File: config.mk
export PLATFORM = sky130hd
export DESIGN_NAME = multilane_serializer_flat
export DESIGN_NICKNAME = d
export VERILOG_FILES = /design/src/rtl/multilane_serializer_if.sv /design/src/rtl/multilane_serializer.sv /design/src/flat_wrapper.sv
export SDC_FILE = /design/constraint.sdc
export NUM_CORES = 1
export LEC_CHECK = 0
export ABC_AREA = 1
export BUFFER_PORTS_ARGS = -buffer_cell sky130_fd_sc_hd__buf_2
export CORE_ASPECT_RATIO = 1.1
export CORE_UTILIZATION = 39
export CTS_CLUSTER_SIZE = 25
export DETAILED_ROUTE_END_ITERATION = 10
export SETUP_SLACK_MARGIN = 0.02
export SYNTH_ARGS = -nofsm -noshare
export SYNTH_HDL_FRONTEND = slang
export SYNTH_SLANG_ARGS = --single-unit
File: constraint.sdc
create_clock -name clk -period 1.8 [get_ports clk]
set_input_delay 0.18 -clock clk [delete_from_list [all_inputs] [get_ports clk]]
set_output_delay 0.18 -clock clk [all_outputs]
set_load 0.02 [all_outputs]
File: src/rtl/multilane_serializer_if.sv
// Bus between the transaction generator and the multilane serializer:
// link state, valid/ready word input and the per-lane serial outputs.
interface multilane_serializer_if #(
    parameter int DATA_WIDTH = 8,
    parameter int LANES      = 2
);
    logic [1:0]                  trans_state;
    logic                        s_valid;
    logic                        s_ready;
    logic [LANES*DATA_WIDTH-1:0] s_data;
    logic [LANES-1:0]            serial_out;
    logic                        word_start;
    logic                        underrun;

    modport master (
        output trans_state, s_valid, s_data,
        input  s_ready, serial_out, word_start, underrun
    );

    modport slave (
        input  trans_state, s_valid, s_data,
        output s_ready, serial_out, word_start, underrun
    );
endinterface

File: src/rtl/multilane_serializer.sv
// Serializes LANES parallel words onto LANES serial lines in lockstep, with a
// one-word holding buffer so back-to-back words leave without gaps.
module multilane_serializer #(
    parameter int DATA_WIDTH = 8,
    parameter int LANES      = 2,
    parameter bit MSB_FIRST  = 1'b0
) (
    input  logic                 clk,
    input  logic                 rst,
    multilane_serializer_if.slave bus
);
    localparam int CNT_W = $clog2(DATA_WIDTH);
    localparam logic [CNT_W-1:0] LAST_CNT = CNT_W'(DATA_WIDTH - 1);

    typedef enum logic [1:0] {
        TS_DISCONNECTED = 2'd0,
        TS_IDLE         = 2'd1,
        TS_START        = 2'd2,
        TS_RESERVED     = 2'd3
    } transState_e;

    transState_e transState;
    logic        linkUp;
    logic        accept;

    logic [LANES*DATA_WIDTH-1:0]       holdData_q, holdData_d;
    logic                              holdFull_q, holdFull_d;
    logic [LANES-1:0][DATA_WIDTH-1:0]  shift_q, shift_d;
    logic [CNT_W-1:0]                  bitCnt_q, bitCnt_d;
    logic [LANES-1:0]                  serialOut_q, serialOut_d;
    logic                              wordStart_q, wordStart_d;
    logic                              underrun_q, underrun_d;
    logic                              sReady_q, sReady_d;

    assign transState = transState_e'(bus.trans_state);
    assign linkUp     = (transState == TS_IDLE) || (transState == TS_START);
    assign accept     = bus.s_valid && sReady_q && linkUp;

    // The shift registers hold only the bits still to be sent; the bit on the
    // line always lives in serialOut_q, so bitCnt_q==0 marks a word boundary.
    always_comb begin
        holdData_d  = holdData_q;
        holdFull_d  = holdFull_q;
        shift_d     = shift_q;
        bitCnt_d    = bitCnt_q;
        serialOut_d = serialOut_q;
        wordStart_d = 1'b0;
        underrun_d  = 1'b0;

        if (accept) begin
            holdData_d = bus.s_data;
            holdFull_d = 1'b1;
        end

        case (transState)
            TS_IDLE: begin
                serialOut_d = '1;
                bitCnt_d    = '0;
            end
            TS_START: begin
                if (bitCnt_q == '0) begin
                    if (holdFull_q) begin
                        for (int l = 0; l < LANES; l++) begin
                            if (MSB_FIRST) begin
                                serialOut_d[l] = holdData_q[l*DATA_WIDTH + DATA_WIDTH - 1];
                                shift_d[l]     = {holdData_q[l*DATA_WIDTH +: DATA_WIDTH-1], 1'b0};
                            end else begin
                                serialOut_d[l] = holdData_q[l*DATA_WIDTH];
                                shift_d[l]     = {1'b0, holdData_q[l*DATA_WIDTH+1 +: DATA_WIDTH-1]};
                            end
                        end
                        bitCnt_d    = LAST_CNT;
                        wordStart_d = 1'b1;
                        holdFull_d  = accept;
                    end else begin
                        serialOut_d = '1;
                        underrun_d  = 1'b1;
                    end
                end else begin
                    for (int l = 0; l < LANES; l++) begin
                        if (MSB_FIRST) begin
                            serialOut_d[l] = shift_q[l][DATA_WIDTH-1];
                            shift_d[l]     = {shift_q[l][DATA_WIDTH-2:0], 1'b0};
                        end else begin
                            serialOut_d[l] = shift_q[l][0];
                            shift_d[l]     = {1'b0, shift_q[l][DATA_WIDTH-1:1]};
                        end
                    end
                    bitCnt_d = bitCnt_q - CNT_W'(1);
                end
            end
            default: begin
                serialOut_d = '0;
                holdFull_d  = 1'b0;
                bitCnt_d    = '0;
                shift_d     = '0;
            end
        endcase

        sReady_d = linkUp && !holdFull_d;
    end

    always_ff @(posedge clk or posedge rst) begin
        if (rst) begin
            holdData_q  <= '0;
            holdFull_q  <= 1'b0;
            shift_q     <= '0;
            bitCnt_q    <= '0;
            serialOut_q <= '0;
            wordStart_q <= 1'b0;
            underrun_q  <= 1'b0;
            sReady_q    <= 1'b1;
        end else begin
            holdData_q  <= holdData_d;
            holdFull_q  <= holdFull_d;
            shift_q     <= shift_d;
            bitCnt_q    <= bitCnt_d;
            serialOut_q <= serialOut_d;
            wordStart_q <= wordStart_d;
            underrun_q  <= underrun_d;
            sReady_q    <= sReady_d;
        end
    end

    assign bus.serial_out = serialOut_q;
    assign bus.word_start = wordStart_q;
    assign bus.underrun   = underrun_q;
    assign bus.s_ready    = sReady_q;
endmodule

File: src/flat_wrapper.sv
// flat-port wrapper written by rule: the top's interface ports become plain ports
module multilane_serializer_flat 
#(
    parameter int DATA_WIDTH = 8,
    parameter int LANES      = 2,
    parameter bit MSB_FIRST  = 1'b0
)
  (clk, rst, bus_trans_state, bus_s_valid, bus_s_data, bus_s_ready, bus_serial_out, bus_word_start, bus_underrun);
  multilane_serializer_if #(.DATA_WIDTH(DATA_WIDTH), .LANES(LANES)) bus_i ();
  input  logic clk;
  input  logic rst;
  input wire logic [$bits(bus_i.trans_state)-1:0] bus_trans_state;
  input wire logic [$bits(bus_i.s_valid)-1:0] bus_s_valid;
  input wire logic [$bits(bus_i.s_data)-1:0] bus_s_data;
  output wire logic [$bits(bus_i.s_ready)-1:0] bus_s_ready;
  output wire logic [$bits(bus_i.serial_out)-1:0] bus_serial_out;
  output wire logic [$bits(bus_i.word_start)-1:0] bus_word_start;
  output wire logic [$bits(bus_i.underrun)-1:0] bus_underrun;
  assign bus_i.trans_state = bus_trans_state;
  assign bus_i.s_valid = bus_s_valid;
  assign bus_i.s_data = bus_s_data;
  assign bus_s_ready = bus_i.s_ready;
  assign bus_serial_out = bus_i.serial_out;
  assign bus_word_start = bus_i.word_start;
  assign bus_underrun = bus_i.underrun;
  multilane_serializer #(.DATA_WIDTH(DATA_WIDTH), .LANES(LANES), .MSB_FIRST(MSB_FIRST)) u_core (.clk(clk), .rst(rst), .bus(bus_i));
endmodule
Word-level counts from Yosys, hierarchy flattened
Cells that the tools add are included.
- $add $sub $neg: 1
- multipliers: 0
- div/mod/pow operators: 0
- order comparisons: 0
- equal/unequal tests: 3
- shift operators: 0
- multiplexer cells: 19
- bitwise operators: 1
- reduce and logical (&&, ||, !) cells: 7
- operators with widths (cell ; number):
    $mux 16 ; 2
    $pmux 16 s2 ; 1
    $mux 1 ; 9
    $mux 3 ; 3
    $mux 2 ; 2
    $pmux 2 s2 ; 1
    $logic_and 1x1->1 ; 3
    $logic_not 3->1 ; 1
    $ne 3x2->1 const B ; 1
    $sub 3x1->3 const B ; 1
    $eq 2x1->1 const B ; 1
    $eq 2x2->1 const B ; 1
    $pmux 1 s2 ; 1
    $reduce_and 2->1 ; 1
    $logic_not 1->1 ; 1
    $logic_or 1x1->1 ; 1
    $not 1->1 ; 1
- flip-flop bits (word level): 41
- latch bits: 0
- RAM bits: 0
- bits in read-only memories: 0
- bits of input ports: 21
- output and inout bits: 5
- logic and storage cells: 40
- memories kept: 0

Longest topological paths before layout
- word-level depth: 9
- gate-level depth with buffers: 9
- mapped depth without buffers: 9

Worst setup path before layout
OpenSTA, ideal clock, no wires.
- kind: register to register
- from: register u_core.bitCnt_q[0]
- to: register u_core.shift_q[10] (netlist name)
- library setup time: 0.120 ns
- arrival: 1.199 ns
- data required time: 1.680 ns
- slack: 0.482 ns
- stages on the path, launching flop included: 9
- buffers on the path: 1
- clock period less this slack: 1.318 ns
- cell sequence: dfrtp_1 > inv_1 > ha_1 > nand2_4 > nor2_4 > nand2_4 > buf_4 > nand3_1 > nand2_1
- word-level cells in the longest chain between the ends: 3
- elaborated cells on any way between the ends: 5
- those cells by class: eq/ne: 1; mux: 2; reduce/logical: 2
- RTL lines (element ; RTL line ; RTL):
    start, declared ; multilane_serializer.sv:29 ; logic [CNT_W-1:0] bitCnt_q, bitCnt_d;
    start signal, assigned ; multilane_serializer.sv:117 ; bitCnt_q <= bitCnt_d;
    $logic_not 3->1 * ; multilane_serializer.sv:61 ; if (bitCnt_q == '0) begin
    $mux 16 or $ne 3x2->1 (tied branches) ; - ;
    $pmux 16 s2 or $reduce_and 2->1 (tied branches) ; - ;
    end signal, assigned ; multilane_serializer.sv:116 ; shift_q <= shift_d;
    end, declared ; multilane_serializer.sv:28 ; logic [LANES-1:0][DATA_WIDTH-1:0] shift_q, shift_d;
Every way passes the cells marked *; elsewhere a longest branch is shown, timed or not.
A chain may end at the register's enable or synchronous reset.

Worst setup path after layout
Ends and elaborated chain as after synthesis.

==> metrics.yaml <==
switching_share_pct: 30.2
cp-end-kind: "flop"
crit_chain: "inv_1 > ha_1 > nand2_4 > nor2_4 > nand2_4 > nand2_4 > nand2_1 > nand2_1"
gp_congestion: 0.735
initial_utilization_pct: 40.6
fillCellCount: 470
required_ns: 2.02
dp_slack_ns: 0.238
status: "completed"
synthTopCellsByArea: "dfrtp_1 (50%), nand2_1 (12%), nand3_1 (9.8%)"
setup_violations: 0
r2r_start: "u_core.bitCnt_q[0]"
synth_xor_area_share_pct: 0.464
critPathArrivalTime_ns: 1.79
num_vias: 1464
fin_crit_ns: 1.57
rsz0062_at_grt: "no"
synth_common_cells: "nand2_1 (60), dfrtp_1 (38), nand3_1 (37), inv_1 (25), o21ai_0 (17)"
clockBufferDepth: 2
clock_latency_ns: 0.28
critPathKind: "reg2reg"
synth-main-ff-cell: "dfrtp_1"
cp_common_cell: "nand2_4"
synth-adder-area-share_pct: 2.65
synth_area_leader_cell: "dfrtp_1"
die-area_um2: 5130
path_buf_inv: 1
drtAntennaViolNets: 0
cts_tree: "yes"
hold_class: "in2async"
routedWlPerCell_um: 12.0
cap_viol_max_count: 0
final_hold_viol_count: 0
synth_cell_types: 22
synth-seq-cells: 39
pwr-share-seq_pct: 54.4
drive_above_1_share_pct: 20.5
insertedDiodeCount: 0
fin_worst_skew_ns: 0.00843
path_clk_slew_ns: 0.07
drcViolationCount: 0
via_per_inst: 4.80
synth_nets: 250
cts_resized: 0
cts_sinks: 39
fin_setup_tns_ns: 0
ctsHoldBuffers: 0
maxSlewViolCount: 0
synth-compound-area-share_pct: 6.09
synth_top_area_share_pct: 50.3
io_buffer_count: 25
ir_drop_mv: 0.545
slew_headroom_pct: 67.6
post-route-period-util_pct: 87.3
yosys.area_share.simple_pct: 30.1
area_growth_pct: 12.1
die_y_um: 75
cts_root_buf: "clkbuf_8"
grt_start_max_net_pins: 40
worst_pin_slew_ns: 0.486
startpoint: "u_core.bitCnt_q[0]"
syn_area_um2: 1890
crit_fanout: 19
critPathSlowestCell: "dfrtp_1"
dp.final_hpwl_mm: 2.42
synth.most_common_cell: "nand2_1"
grt_overflow: 0
die_w_um: 68.4
syn_area_per_cell_um2: 8.40
fin_hold_ws_ns: 0.00354
synth_top_family_by_area: "simple AND/OR/NAND/NOR gates"
antenna_found_initial: 0
power_leakage_nw: 1.19
powerDensity_nw_per_um2: 959
synth.area.mux_share_pct: 0
ys_async_sr_fraction_pct: 100
drt_iter0_drc: 68
cts_max_level: 2
p_switching_mw: 0.614
io_pins: 26
cts_buffers: 5
pwr-share-comb_pct: 19.4
grt_first_pass_wirelength_mm: 6.32
yosys_warnings: 0
yosysSeqAreaShare_pct: 51.7
grt_use_total_pct: 16.8
critical-path-top-delay-family: "simple AND/OR/NAND/NOR gates"
post-cts-setup-buffers: 0
synth_edf_count: 0
cp_slowest_stage_delay_ns: 0.38
fin_nets: 275
clkPwrFrac_pct: 26.2
core_area_um2: 4650
drt_wl_total_mm: 3.66
first_pass_iters: 7
fp-row-count: 26
synth_cells: 225
start_kind: "flop"
timing.fmax_mhz: 637
p_int_mw: 1.42
grt_pass1_vias: 1323
setup_slack_ns: 0.229
-- kinds of logic after synthesis --
group,count (synthesis)
adders and majority gates,4
and+or+nand+nor,120
buffers and inverters,38
DFF,39
xor gates and xnor gates,1
AOI/OAI and AO/OA,23
-- power groups by stage --
stage               clock network, mW  registers (mW)  logic [mW]
CTS                             0.543            1.10       0.399
global placement                    0            1.12       0.393
detailed placement                  0            1.12       0.397
floorplan                           0            1.11       0.310
global route                    0.579            1.12       0.463
finish                          0.533            1.10       0.394
-- cell type report --
cell class	instances	area (µm²)	area share, %
clock buffer	6	72.6	3.43
inverter	27	101	4.78
timing repair buffer	29	155	7.32
multi-input combinational	148	742	35.0
tap	56	70.1	3.31
sequential	39	977	46.1
-- layer usage --
layer,up-vias,global-route usage (%),part of all wire [%]
met1,679,24.6,52
met5,-,0,0
met2,29,23.6,43
met3,2,3.03,3.7
li1,754,-,-
met4,0,8.56,1.3
-- state kept, by name, summed over array words and instances (netlist names) --
register               cells
u_core.bitCnt_q            3
u_core.bus.s_ready         1
u_core.bus.serial_out      2
u_core.bus.underrun        1
u_core.bus.word_start      1
u_core.holdData_q         16
u_core.holdFull_q          1
u_core.shift_q            14
-- path summary, 6_finish.rpt --
path / slack [ns] / end / cells after the start
worst max-delay path: 0.23 / u_core.shift_q[10] / 8
worst min-delay path: 0.004 / u_core.shift_q[11] / 3
worst max register to register: 0.23 / u_core.shift_q[10] / 8
min in group clk: 0.14 / u_core.holdData_q[3] / 3
worst min register to register: 0.48 / u_core.holdData_q[13] / 2
max in group asynchronous: 1.45 / u_core.bus.s_ready / 3
-- cells in the final DEF (no fill, tap or decap) --
cell type / instances
ha_1: 4
clkbuf_1: 1
nand2_1: 60
nand2_2: 10
clkbuf_8: 5
a21oi_1: 6
nand3b_1: 1
buf_4: 4
o21ai_0: 17
xnor2_1: 1
nand3_1: 37
inv_2: 1
inv_1: 25
nor2_1: 4
dfrtp_1: 38
dfstp_2: 1
nor3_1: 2
nor2_4: 2
nand2_4: 3
clkinv_1: 1
nand4_1: 1
buf_2: 25
-- worst min-delay path, cell delays in order --
cell and delay [ns]:
buf_2 0.09, inv_1 0.04, buf_4 0.42
-- per-stage QoR --
step           utilization (%)  instance area [µm²]  total power, mW  instances
2_1_floorplan                -                 1890             1.42        225
3_3_place_gp              44.0                 2050             1.51        299
6_report                  45.5                 2120             2.03        305
4_1_cts                   45.5                 2120             2.05        305
5_1_grt                   45.5                 2120             2.16        305
3_5_place_dp              44.0                 2050             1.52        299
(Power assumes the default switching activity.)
